<file path="config.mk">
export PLATFORM = sky130hd
export DESIGN_NAME = switch_debouncer
export DESIGN_NICKNAME = d
export VERILOG_FILES = /design/src/rtl/switch_debouncer_pkg.sv /design/src/rtl/debounce_cell.sv /design/src/rtl/switch_debouncer.sv
export SDC_FILE = /design/constraint.sdc
export NUM_CORES = 1
export LEC_CHECK = 0
export CORE_MARGIN = 3
export CORE_UTILIZATION = 43
export CTS_CLUSTER_DIAMETER = 150
export DETAILED_ROUTE_END_ITERATION = 8
export SYNTH_ARGS = -nofsm -noshare
export SYNTH_HDL_FRONTEND = slang
export SYNTH_SLANG_ARGS = --single-unit
</file>
<file path="constraint.sdc">
create_clock -name clk -period 2.85 [get_ports clk]
set_clock_uncertainty 0.15 [all_clocks]
set_input_delay 0.4275 -clock clk [delete_from_list [all_inputs] [get_ports clk]]
set_output_delay 0.4275 -clock clk [all_outputs]
set_load 0.05 [all_outputs]
</file>
<file path="src/rtl/switch_debouncer_pkg.sv">
// Shared constants for the switch input path: debounce FSM encoding and board timing defaults.
package switch_debouncer_pkg;

    typedef logic [1:0] db_state_t;

    localparam db_state_t STABLE_LO = 2'd0;
    localparam db_state_t WAIT_HI   = 2'd1;
    localparam db_state_t STABLE_HI = 2'd2;
    localparam db_state_t WAIT_LO   = 2'd3;

    localparam int unsigned CLK_FREQ_HZ       = 50_000_000;
    localparam int unsigned DEFAULT_DB_CYCLES = 500_000;  // 10 ms at CLK_FREQ_HZ

endpackage

</file>
<file path="src/rtl/debounce_cell.sv">
// One switch channel: synchroniser, debounce FSM with stability counter, level and edge pulses.
module debounce_cell
    import switch_debouncer_pkg::*;
#(
    parameter int unsigned DB_CYCLES   = DEFAULT_DB_CYCLES,
    parameter int unsigned SYNC_STAGES = 2
) (
    input  logic clk,
    input  logic i_rst,
    input  logic i_sw,
    output logic o_sw,
    output logic o_rise,
    output logic o_fall,
    output logic o_event
);

    localparam int unsigned CW = $clog2(DB_CYCLES);
    localparam logic [CW-1:0] CNT_MAX = CW'(DB_CYCLES - 1);
    localparam logic [CW-1:0] CNT_ONE = CW'(1);

    logic [SYNC_STAGES-1:0] sync_q;
    logic                   s;
    db_state_t              state_q, state_d;
    logic [CW-1:0]          cnt_q, cnt_d;
    logic                   level_q, level_d;
    logic                   rise_q, rise_d;
    logic                   fall_q, fall_d;

    assign s = sync_q[SYNC_STAGES-1];

    always_ff @(posedge clk or negedge i_rst) begin
        if (!i_rst) begin
            sync_q <= '0;
        end else begin
            sync_q <= {sync_q[SYNC_STAGES-2:0], i_sw};
        end
    end

    always_comb begin
        state_d = state_q;
        cnt_d   = cnt_q;
        level_d = level_q;
        rise_d  = 1'b0;
        fall_d  = 1'b0;
        case (state_q)
            STABLE_LO: begin
                if (s) begin
                    state_d = WAIT_HI;
                    cnt_d   = CNT_ONE;
                end
            end
            WAIT_HI: begin
                if (!s) begin
                    state_d = STABLE_LO;
                    cnt_d   = '0;
                end else if (cnt_q == CNT_MAX) begin
                    state_d = STABLE_HI;
                    level_d = 1'b1;
                    rise_d  = 1'b1;
                    cnt_d   = '0;
                end else begin
                    cnt_d = cnt_q + CNT_ONE;
                end
            end
            STABLE_HI: begin
                if (!s) begin
                    state_d = WAIT_LO;
                    cnt_d   = CNT_ONE;
                end
            end
            WAIT_LO: begin
                if (s) begin
                    state_d = STABLE_HI;
                    cnt_d   = '0;
                end else if (cnt_q == CNT_MAX) begin
                    state_d = STABLE_LO;
                    level_d = 1'b0;
                    fall_d  = 1'b1;
                    cnt_d   = '0;
                end else begin
                    cnt_d = cnt_q + CNT_ONE;
                end
            end
            default: begin
                state_d = STABLE_LO;
                cnt_d   = '0;
            end
        endcase
    end

    always_ff @(posedge clk or negedge i_rst) begin
        if (!i_rst) begin
            state_q <= STABLE_LO;
            cnt_q   <= '0;
            level_q <= 1'b0;
            rise_q  <= 1'b0;
            fall_q  <= 1'b0;
        end else begin
            state_q <= state_d;
            cnt_q   <= cnt_d;
            level_q <= level_d;
            rise_q  <= rise_d;
            fall_q  <= fall_d;
        end
    end

    assign o_sw    = level_q;
    assign o_rise  = rise_q;
    assign o_fall  = fall_q;
    // Next-cycle commit, so the top can register o_valid aligned with the pulses.
    assign o_event = rise_d | fall_d;

endmodule

</file>
<file path="src/rtl/switch_debouncer.sv">
// Debounces N_CH raw switch pins; o_valid flags any accepted edge in the same cycle as its pulse.
module switch_debouncer
    import switch_debouncer_pkg::*;
#(
    parameter int unsigned N_CH        = 4,
    parameter int unsigned DB_CYCLES   = DEFAULT_DB_CYCLES,
    parameter int unsigned SYNC_STAGES = 2
) (
    input  logic            clk,
    input  logic            i_rst,
    input  logic [N_CH-1:0] i_sw,
    output logic [N_CH-1:0] o_sw,
    output logic [N_CH-1:0] o_rise,
    output logic [N_CH-1:0] o_fall,
    output logic            o_valid
);

    logic [N_CH-1:0] event_d;
    logic            valid_q;

    for (genvar i = 0; i < N_CH; i++) begin : g_ch
        debounce_cell #(
            .DB_CYCLES  (DB_CYCLES),
            .SYNC_STAGES(SYNC_STAGES)
        ) u_cell (
            .clk    (clk),
            .i_rst  (i_rst),
            .i_sw   (i_sw[i]),
            .o_sw   (o_sw[i]),
            .o_rise (o_rise[i]),
            .o_fall (o_fall[i]),
            .o_event(event_d[i])
        );
    end

    always_ff @(posedge clk or negedge i_rst) begin
        if (!i_rst) begin
            valid_q <= 1'b0;
        end else begin
            valid_q <= |event_d;
        end
    end

    assign o_valid = valid_q;

endmodule
</file>
==> qor.yml <==
yosys.area.top_type_share: 0.4643
finalSetupViolCount: 0
pre_cts_slack_ps: 390.7
drc: 0
via_per_inst: 5.905
crit_fanout: 19
status: "completed"
stdcell_count: 800
post_cts_buffers: 0
multiInputGateArea_um2: 2740
first_pass_iters: 5
ys.flop_type: "dfrtp_1"
antenna_cells: 0
end_kind: "register"
worst_slack_ps: 386.2
top_layer: "met4"
fin_setup_tns_ps: 0
cts_root_buf: "clkbuf_16"
synth_mux_area_frac: 0.02233
drv_slew: 0
critPathLaunchType: "register"
fp.dieH_um: 120.7
finalHoldViolCount: 0
drive_gt1_frac: 0.07803
grt_max_degree: 53
grt_util_all_layers: 0.1859
io_buffers: 18
avgSynthCellArea_um2: 9.187
wl_met2_um: 5993
nNetsFinal: 633
ir_worst_vdd_uv: 315.4
fp-row-count: 41
syn-cell-area_um2: 5659
synth-async-reset-ratio: 1.000
arrival_ps: 2550
final-seq-area_um2: 2628
hold_class: "register to register"
tightest_slew_ps: 1137
fmax_mhz: 405.9
fillers: 1200
areaGrowthSynthToFinish_pct: 11.05
gp_congestion: 0.8169
grt_pass1_vias: 4547
slew_headroom: 0.2392
grt_pass1_wl_um: 22120
synthAdderAreaFrac: 0.008844
worstPathRequired_ps: 2940
clkLatencyLatePin_ps: 350
grt_overflow: 0
pwr_density_cell_nw_per_um2: 521.8
synth_cell_types: 60
cts_tree: "built"
wl_met1_um: 5800
wl_met3_um: 511
via_count: 4724
path_class: "register to register"
ios: 19
worst-r2r-setup-slack_ps: 390
syn_nets: 626
cts.clk_slew.worst_paths_ps: 70
ys_warn_count: 0
hpwl_um: 8776
yosys.area_share.simple: 0.2861
drv_cap: 0
drt_iter0_drc: 384
ys_seq_area_frac: 0.4643
ant_nets: 0
clockBufferDepth: 2
cts.sinks: 105
yosysTopAreaCell: "dfrtp_1"
synth_compound_area_frac: 0.1530
coreArea_um2: 12720
synth_most_common_cell: "dfrtp_1"
finalCritPeriodShare: 0.8645
ys_seq_elements: 105
fin_crit_ps: 2464
wire_per_inst_um: 15.62
yosys-top-cells-area: "dfrtp_1 46%, nand3_1 5.1%, nand2_1 3.9%"
p_leak_nw: 2.562
htree_levels: 3
antenna_found_initial: 0
synth_top_family_by_area: "simple AND/OR/NAND/NOR gates"
synthTopCellsByCount: "105 x dfrtp_1, 59 x nand2_1, 58 x nand3_1"
die_area_um2: 14570
syn_inst: 616
rsz0062_at_grt: "false"
synth-edff-count: 0
cts-buffers-inserted: 9
wl_um: 12490
initial_core_util: 0.4448
synthXorXnorAreaFrac: 0.01393
dp_cells: 783
die_x_um: 120.7
-- path summary, 6_finish.rpt --
path	start	to	cells past startpoint
min reg2reg	g_ch[0].u_cell.sync_q[0]	g_ch[0].u_cell.sync_q[1]	0
min in group asynchronous	i_rst	g_ch[2].u_cell.cnt_q[0]	2
max in group asynchronous	i_rst	g_ch[3].u_cell.cnt_q[15]	3
max	g_ch[0].u_cell.cnt_q[0]	g_ch[0].u_cell.cnt_q[15]	6
max reg2reg	g_ch[0].u_cell.cnt_q[0]	g_ch[0].u_cell.cnt_q[15]	6
min	g_ch[0].u_cell.sync_q[0]	g_ch[0].u_cell.sync_q[1]	0
-- cells by family after synthesis --
family / after synthesis
buf+inv: 56
fa+ha+maj: 4
flops: 105
mux: 12
compound gates: 139
simple gates: 291
xor+xnor: 9
-- power breakdown --
part | leakage, nW | switching, mW | total (mW) | internal [mW]
Clock | 0.159 | 0.562 | 1.36 | 0.797
Combinational | 0.977 | 0.204 | 0.321 | 0.117
Sequential | 1.43 | 0.0646 | 1.60 | 1.53
Total | 2.56 | 0.831 | 3.28 | 2.45
-- final cells by class --
class	instances	area share
clock buffers	10	0.03803
inverters	20	0.01195
clock inverters	6	0.01433
repair buffers	32	0.04738
multi-input cells	455	0.4360
well taps	172	0.03424
flip-flops and latches	105	0.4181
-- timing repair --
item / 4_1_cts / 5_1_grt
hold endpoints to repair: 50 / 0
resized for setup: 0 / 0
hold buffers: 1 / 0
-- sequential cells by signal (all words and copies together), names as in the netlist, named ones only --
name / cells
g_ch.u_cell.cnt_q: 76
g_ch.u_cell.o_fall: 4
g_ch.u_cell.sync_q: 8
g_ch.u_cell.o_rise: 4
g_ch.u_cell.state_q: 4
o_valid: 1
g_ch.u_cell.o_sw: 4
-- placed cells by master (no fill, tap or decap), drive strengths merged, types with 4 or more instances in the layout --
master / n
nand2: 59
and3: 8
ha: 4
mux2: 5
clkdlybuf4s50: 17
nand4: 27
nand3: 58
nor4: 19
or3: 16
buf: 14
and2: 12
or2: 7
and4: 8
dfrtp: 105
nor2: 27
xor2: 9
nor3b: 12
clkbuf: 10
nor3: 14
nand2b: 6
a31oi: 10
o21ai: 46
o31ai: 5
o211ai: 5
mux2i: 7
a21oi: 35
a21o: 15
or4: 7
inv: 21
o21a: 5
-- metrics by stage --
| step | cell area [um2] | util | total power [mW] | hold WS, ps |
|---|---|---|---|---|
| finish | 6285 | 0.4940 | 3.280 | 198.4 |
| global route | 6285 | 0.4940 | 3.454 | 209.8 |
| CTS | 6285 | 0.4940 | 3.341 | 202.0 |
| detailed placement | 5946 | 0.4673 | 1.952 | 184.7 |
| global placement | 5946 | 0.4673 | 1.941 | 182.0 |
| floorplan | 5659 | - | 1.829 | -18.09 |
-- worst max-delay path: stages (launching register included) --
cell and delay, ps:
dfrtp_1 420, ha_1 260, nand4_1 250, or3_4 460
o21ai_4 400, o21ai_1 130, mux2_2 280
-- per-layer routing --
metal,vias to the layer above,track usage
met4,0,0.05737
li1,2290,-
met1,2303,0.2486
met2,114,0.2979
met5,-,0
met3,17,0.04677
No activity file was read; power rests on OpenSTA's default activity.
